==> src/rtl/imem_program_loader.sv <==
// Instruction-memory loader: parses a 16-bit word-count header, packs big-endian bytes
// into 32-bit words and writes them from BASE_ADDR up. Optional trailer check: CHECKSUM_EN.
module imem_program_loader #(
  parameter logic [31:0] BASE_ADDR = 32'd0,
  parameter int          MAX_WORDS = 1024,
  parameter int          CNT_W     = 16
) (
  input  logic             clock,
  input  logic             reset,
  input  logic             start,
  input  logic             in_valid,
  input  logic [7:0]       in_data,
  output logic             in_ready,
  output logic             imem_we,
  output logic [31:0]      imem_addr,
  output logic [31:0]      imem_wdata,
  output logic             core_hold,
  output logic             busy,
  output logic             done,
  output logic             len_err,
  output logic             chk_err,
  output logic [CNT_W-1:0] words_written
);

  localparam logic [31:0]      MAX_W32 = 32'(MAX_WORDS);
  localparam logic [CNT_W-1:0] CNT_ONE = CNT_W'(1);

  typedef enum logic [2:0] {
    S_IDLE   = 3'd0,
    S_LEN_HI = 3'd1,
    S_LEN_LO = 3'd2,
    S_LOAD   = 3'd3,
`ifdef CHECKSUM_EN
    S_CHK    = 3'd4,
`endif
    S_DONE   = 3'd5
  } state_t;

  state_t           state_r, state_nx;
  logic [CNT_W-1:0] cnt_r, cnt_nx;
  logic [1:0]       idx_r, idx_nx;
  logic [23:0]      shift_r, shift_nx;
  logic [CNT_W-1:0] words_nx;
  // pend_r marks the settle cycle after the header or the final word, with in_ready low
  logic             pend_r, pend_nx;
  logic             we_nx, run_s, accept_s;
  logic [31:0]      addr_nx, wdata_nx;
  logic             len_err_nx, in_ready_nx, busy_nx, done_nx;
`ifdef CHECKSUM_EN
  logic [7:0]       xor_r, xor_nx;
  logic             chk_err_r, chk_err_nx;
`endif

  assign accept_s = in_valid & in_ready;

  // Next-state and next-output logic; all outputs are registered from these values
  always_comb begin
    state_nx   = state_r;
    cnt_nx     = cnt_r;
    idx_nx     = idx_r;
    shift_nx   = shift_r;
    words_nx   = words_written;
    pend_nx    = pend_r;
    we_nx      = 1'b0;
    addr_nx    = imem_addr;
    wdata_nx   = imem_wdata;
    len_err_nx = len_err;
`ifdef CHECKSUM_EN
    xor_nx     = xor_r;
    chk_err_nx = chk_err_r;
`endif
    case (state_r)
      S_IDLE, S_DONE: begin
        if (start) begin
          state_nx   = S_LEN_HI;
          len_err_nx = 1'b0;
          words_nx   = '0;
          idx_nx     = 2'd0;
          pend_nx    = 1'b0;
`ifdef CHECKSUM_EN
          xor_nx     = 8'd0;
          chk_err_nx = 1'b0;
`endif
        end else begin
          state_nx = state_r;
        end
      end
      S_LEN_HI: begin
        if (accept_s) begin
          cnt_nx   = {in_data, cnt_r[7:0]};
          state_nx = S_LEN_LO;
        end else begin
          state_nx = state_r;
        end
      end
      S_LEN_LO: begin
        if (pend_r) begin
          pend_nx = 1'b0;
          if (cnt_r == '0) begin
            state_nx = S_DONE;
          end else if (32'(cnt_r) > MAX_W32) begin
            len_err_nx = 1'b1;
            state_nx   = S_DONE;
          end else begin
            state_nx = S_LOAD;
          end
        end else if (accept_s) begin
          cnt_nx  = {cnt_r[15:8], in_data};
          pend_nx = 1'b1;
        end else begin
          state_nx = state_r;
        end
      end
      S_LOAD: begin
        if (pend_r) begin
          pend_nx = 1'b0;
`ifdef CHECKSUM_EN
          state_nx = S_CHK;
`else
          state_nx = S_DONE;
`endif
        end else if (accept_s) begin
`ifdef CHECKSUM_EN
          xor_nx = xor_r ^ in_data;
`endif
          if (idx_r == 2'd3) begin
            we_nx    = 1'b1;
            addr_nx  = BASE_ADDR + 32'(words_written);
            wdata_nx = {shift_r, in_data};
            words_nx = words_written + CNT_ONE;
            idx_nx   = 2'd0;
            if ((words_written + CNT_ONE) == cnt_r) begin
              pend_nx = 1'b1;
            end else begin
              pend_nx = 1'b0;
            end
          end else begin
            shift_nx = {shift_r[15:0], in_data};
            idx_nx   = idx_r + 2'd1;
          end
        end else begin
          state_nx = state_r;
        end
      end
`ifdef CHECKSUM_EN
      S_CHK: begin
        if (accept_s) begin
          chk_err_nx = (in_data != xor_r);
          state_nx   = S_DONE;
        end else begin
          state_nx = state_r;
        end
      end
`endif
      default: begin
        state_nx = S_IDLE;
      end
    endcase
    run_s       = (state_nx != S_IDLE) && (state_nx != S_DONE);
    in_ready_nx = run_s & ~pend_nx;
    busy_nx     = run_s;
    done_nx     = (state_nx == S_DONE);
  end

  // State and registered outputs with synchronous reset
  always_ff @(posedge clock) begin
    if (reset) begin
      state_r       <= S_IDLE;
      cnt_r         <= '0;
      idx_r         <= 2'd0;
      shift_r       <= 24'd0;
      pend_r        <= 1'b0;
      words_written <= '0;
      imem_we       <= 1'b0;
      imem_addr     <= BASE_ADDR;
      imem_wdata    <= 32'd0;
      len_err       <= 1'b0;
      in_ready      <= 1'b0;
      busy          <= 1'b0;
      core_hold     <= 1'b0;
      done          <= 1'b0;
`ifdef CHECKSUM_EN
      xor_r         <= 8'd0;
      chk_err_r     <= 1'b0;
`endif
    end else begin
      state_r       <= state_nx;
      cnt_r         <= cnt_nx;
      idx_r         <= idx_nx;
      shift_r       <= shift_nx;
      pend_r        <= pend_nx;
      words_written <= words_nx;
      imem_we       <= we_nx;
      imem_addr     <= addr_nx;
      imem_wdata    <= wdata_nx;
      len_err       <= len_err_nx;
      in_ready      <= in_ready_nx;
      busy          <= busy_nx;
      core_hold     <= busy_nx;
      done          <= done_nx;
`ifdef CHECKSUM_EN
      xor_r         <= xor_nx;
      chk_err_r     <= chk_err_nx;
`endif
    end
  end

`ifdef CHECKSUM_EN
  assign chk_err = chk_err_r;
`else
  assign chk_err = 1'b0;
`endif

endmodule
==> config.mk <==
export PLATFORM = sky130hd
export DESIGN_NAME = imem_program_loader
export DESIGN_NICKNAME = d
export VERILOG_FILES = /design/src/rtl/imem_program_loader.sv
export SDC_FILE = /design/constraint.sdc
export NUM_CORES = 1
export LEC_CHECK = 0
export ABC_AREA = 1
export CAP_MARGIN = 20
export CORE_MARGIN = 10
export CORE_UTILIZATION = 47
export DETAILED_ROUTE_END_ITERATION = 12
export GPL_TIMING_DRIVEN = 0
export PLACE_DENSITY = 0.77
export SYNTH_ARGS = -nofsm -noshare
export SYNTH_HDL_FRONTEND = slang
export SYNTH_SLANG_ARGS = --single-unit
==> constraint.sdc <==
create_clock -name clock -period 1.7 [get_ports clock]
set_input_delay 0.425 -clock clock [delete_from_list [all_inputs] [get_ports clock]]
set_output_delay 0.425 -clock clock [all_outputs]
set_load 0.01 [all_outputs]
[After elaboration in Yosys (flattened, before gate mapping)]
Cells that the tools add are included.
Storage, ports and cells
  register bits: 115
  input bits: 12
  output and inout bits: 87
  logic and storage cells: 91
Cells by class
  add/sub/neg operators: 2
  magnitude comparators: 1
  equal/unequal tests: 15
  muxes and demuxes: 35
  bitwise logic cells: 9
  reduce and logical (&&, ||, !) cells: 15
Operators by type and width (number)
  $mux W16: 5
  $pmux W16 S2: 2
  $mux W3: 6
  $add A16 B1 Y16 const B: 1
  $eq A16 B16 Y1: 1
  $gt A16 B11 Y1 const B: 1
  $logic_not A16 Y1: 1
  $mux W8: 2
  $reduce_and A4 Y1: 4
  $ne A2 B2 Y1 const B: 7
  $mux W1: 12
  $pmux W3 S4: 1
  $reduce_and A5 Y1: 2
  $mux W2: 4
  $not A1 Y1: 7
  $eq A3 B2 Y1 const B: 2
  $eq A3 B3 Y1 const B: 2
  $pmux W2 S2: 1
  $reduce_bool A2 Y1: 2
  $reduce_or A4 Y1: 1
  $eq A3 B1 Y1 const B: 1
  $logic_not A3 Y1: 1
  $ne A3 B3 Y1 const B: 1
  $pmux W1 S3: 1
  other kinds (8): 9

[Longest topological paths before layout]
  depth in word-level cells: 9
  depth in mapped cells: 14
  gate-level depth less buffers: 14

[Least setup slack after synthesis]
No wires, ideal clock.
  kind: register to register
  from: reg words_written[1]
  to: reg in_ready
  library setup time: 0.121 ns
  data arrival time: 1.575 ns
  required time: 1.579 ns
  setup slack: 0.003 ns
  stages on the path, launching flop included: 13
  buffers on the path: 0
  clock period less this slack: 1.697 ns
  cells stage by stage: dfxtp_1 -> ha_1 -> nand2_1 -> nor2_4 -> nand3_1 -> nand3_1 -> nand2_1 -> nor2_1 -> nand2_1 -> nor2_1 -> nand3_1 -> nand3_1 -> nor2_1
On the way
  word-level cells in the longest chain between the ends: 9
Ends and longest elaborated chain
  from (decl): RTL line 22  | output logic [CNT_W-1:0] words_written
  from (signal assigned): RTL line 192  | words_written <= words_nx;
  $add A16 B1 Y16: RTL line 132  | if ((words_written + CNT_ONE) == cnt_r) begin
  $eq A16 B16 Y1: RTL line 132
  $mux W1: RTL line 132
  $mux W1: RTL line 126  | if (idx_r == 2'd3) begin
  $mux W1: RTL line 122  | end else if (accept_s) begin
  $mux W1: RTL line 115  | if (pend_r) begin
  $pmux W1 S3: RTL line 72  | case (state_r)
  $not A1 Y1: RTL line 160  | in_ready_nx = run_s & ~pend_nx;
  $and A1 B1 Y1: RTL line 160
  to (signal assigned): RTL line 197  | in_ready <= in_ready_nx;
  to (decl): RTL line 13  | output logic in_ready,
Every way passes these cells.
A chain may end at the register's enable or synchronous reset.

[Worst setup path in the final report]
Ends and elaborated chain as after synthesis.

==> impl_results.md <==
- Fin area: 0.007151 sq mm
- Synth Instances: 690
- Fin util: 68.65%
- Fin nets: 842
- Post-synthesis sequential area ratio: 45.50%
- Sink Count: around 120
- Fillcell total: approximately 840
- Average wire per standard cell: 16.77 um
- Highest Clock Rate: 0.5508 GHz
- Clock Root Buffer: clkbuf_8
- DR iter-0 viols: 455
- Max stage delay cell, worst path: dfxtp_4
- CTS tree: built
- Worst-case clock skew: 0.008181 ns
- Drt total wl: between 15000 and 20000 um
- Main combinational cell family by area after synthesis: simple AND/OR/NAND/NOR gates
- Max Root-Sink Buffers: 2
- Input/output buffers: 81
- Tightest Pin Transition: 0.6085 ns
- Cell repeated most along the worst path: nand3_2
- Initial Utilization: 48.58%
- Top-area cell type share of the netlist area: between 40% and 50%
- Area contributors post-synth: dfxtp_1 45%, a21oi_1 11%, o21ai_0 8.8%
- DRC: 0
- Met2 wire length: 8027 um
- Post-synthesis async set-or-reset flop share: 0%
- Placed Cells: 923
- Global-route wire length before repair: 24600 um
- Cell Area, Synth: approximately 0.0051 sq mm
- Remaining global-route overflow: 0
- Vias in the first global route: 4993
- Post-synth top area cell: dfxtp_1
- GRT Util Overall: 20.27%
- Final WS setup: -0.1155 ns
- Status: finished, violations left
- H-Tree Depth: 4
- Post-CTS Hold Buffers: 0
- Final setup viols: 3
- Share of cells above drive strength 1: 21.05%
- Int Pwr: 0.005116 W
- Leakage: 3.172 nW
- CTS clk-pin slew, worst paths: 0.06 ns
- Simple logic cell fraction of the synthesized area: approximately a fifth
- Wl on met1: 6620 um
- Most frequently used flop master after synthesis: dfxtp_1
- Fin. max-slew vios: 0
- Worst hold path type: reg2reg
- Clk network pwr share: 52.3%
- Ys Warns: 0
- Setup TNS: -0.2262 ns
- Top-count cell post-synth: dfxtp_1
- Peak supply drop: 0.0005852 V
- Ports: 99
- Minimum clock period: about 1.8 ns
- Max cap viols: 0
- Slew HR: 59.43%
- Chip width: 123.8 um
- Violated checks: setup timing
- Crit end category: register
- CP Class: reg2reg
- Drt pass-1 iters: 5
- Diode count: 0
- Final ANT Viol Nets: 0
- Clock latency on the worst-skew pair: 0.53 ns
- Worst Path Max Fanout: 5
- Post-Synth XOR/XNOR Area: under 10%
- Inserted Clock Buffers: 17
- Post-synth EDFFs: 0
- CP cell instances: ha_4, nand2_4, nor2_4, buf_6, nand3_2, nand2_2, nand3_2, nand2_1, nand3_1, nor2_1, nand3_1, nand3_2, nor2_1
- Vias per cell: roughly 5.4
- Sequential Power Share: 40.9%
- Yosys reg bits: 115
- Area grow syn2layout: 41.32%
- Area share of fa/ha/maj cells after synthesis: 0.4946%
- Arr. time, crit path: 2.23 ns
- CP max stage delay: 0.38 ns
- Initial antenna violation count: 0
- Element type at the critical path start: register
- Largest net degree at the start of global routing: 17
- Die Ht: 123.8 um
- Switching power: 0.001589 W
- Core ar.: roughly 0.010 sq mm
- Distinct cells, synth: 28
- Fin crit share: 106.8%
- Comb power frac: roughly 6.7%
- CP Data Required Time: 2.12 ns
- Switching Share: 23.71%
- RSZ-0062 raised after global routing: yes
- Mux cell area share after synthesis: 0%
- Synth Area per Inst: 7.333 sq um
- Via count: 5246
- Final hold violations: 0
- Pwr Density: 937.7 mW/mm^2
- WL met3: about 1400 um
- DP Area: 0.006101 sq mm
- Gpl congestion: 0.8885
- Fin cells: roughly 980
- Compound-cell area share of the yosys netlist: slightly above 20%
- Synth cell count leaders: 115 x dfxtp_1, 107 x a21oi_1, 105 x nand2_1, 89 x o21ai_0, 79 x inv_1
- Cell row count: 37
- Max layer used: met4
- Die Footprint: 0.01532 sq mm
- Detailed Place HPWL: 11410 um
## critical path: cells and delay by family (launching register included)
family	cells	cell delay (ns)
buf+inv	1	0.16
fa+ha+maj	1	0.18
flops	1	0.38
simple gates	11	0.97
## registers in the layout (all words and copies together) (netlist names)
| signal | cells |
|---|---|
| done | 1 |
| len_err | 1 |
| cnt_r | 16 |
| state_r | 3 |
| imem_addr | 16 |
| idx_r | 2 |
| words_written | 16 |
| shift_r | 24 |
| in_ready | 1 |
| imem_wdata | 32 |
| busy | 1 |
| pend_r | 1 |
| imem_we | 1 |
## worst paths after layout
path	start	endpoint	slack (ns)	cells after the start
min reg2reg	shift_r[17]	shift_r[17]	0.46	2
max reg2reg	words_written[1]	in_ready	-0.12	13
max	words_written[1]	in_ready	-0.12	13
min	shift_r[17]	shift_r[17]	0.46	2
## power groups by stage
| stage | clock network (W) | logic (W) | registers, W |
|---|---|---|---|
| 5_1_grt | 0.00365 | 0.000492 | 0.00275 |
| 2_1_floorplan | 0 | 0.000253 | 0.00280 |
| 3_3_place_gp | 0 | 0.000381 | 0.00281 |
| 3_5_place_dp | 0 | 0.000389 | 0.00281 |
| 4_1_cts | 0.00349 | 0.000404 | 0.00275 |
| 6_report | 0.00351 | 0.000452 | 0.00275 |
## layer usage
layer | vias up | track usage [%]
met1 | 2466 | 24.72
met2 | 220 | 32.42
met4 | 0 | 7.642
met5 | - | 0
li1 | 2533 | -
met3 | 27 | 6.923
## area by class of cell
cell class	instances	area (sq um)	area share [%]
inverters	83	311.5	4.357
repair buffers	103	927.1	12.97
multi-input cells	458	2429	33.96
well taps	136	170.2	2.380
clock buffers	19	421.7	5.897
clock inverters	13	160.2	2.240
plain buffers	50	390.4	5.459
flip-flops and latches	115	2341	32.74
## logic make-up after synthesis
family                     Yosys count
xor gates and xnor gates             5
other                                1
and+or+nand+nor                    232
adders and majority gates            2
buffers and inverters              133
AOI/OAI and AO/OA                  202
DFF                                115
## what timing repair did
item / 4_1_cts / 5_1_grt
gates cloned: 0 / 1
setup endpoints to repair: 154 / 101
setup buffers: 2 / 19
pin swaps: 2 / 21
gates resized for setup: 119 / 97
## cell usage in the layout, fill, tap and decap left out, types with 12 or more instances in the layout
cell	synthesis	routed
buf_4	19	36
inv_1	79	78
dfxtp_1	115	96
conb_1	1	17
o21ai_0	89	67
o21ai_1	0	12
a21oi_1	107	99
nor2_1	39	34
dlygate4sd2_1	0	68
nand2_1	105	98
clkbuf_16	0	17
dfxtp_2	0	13
nand3_1	63	54
## metrics by stage
step / setup slack [ns] / hold WS (ns) / power, W
after detailed placement: -0.7458 / 0.4493 / 0.003197
after global placement: -0.6919 / 0.4403 / 0.003186
after global routing: -0.2494 / 0.4759 / 0.006887
after CTS: -0.1530 / 0.4600 / 0.006648
final: -0.1155 / 0.4633 / 0.006705
after floorplan: 0.003233 / 0.4293 / 0.003058
Note: power is estimated with default switching activity, not from simulation.
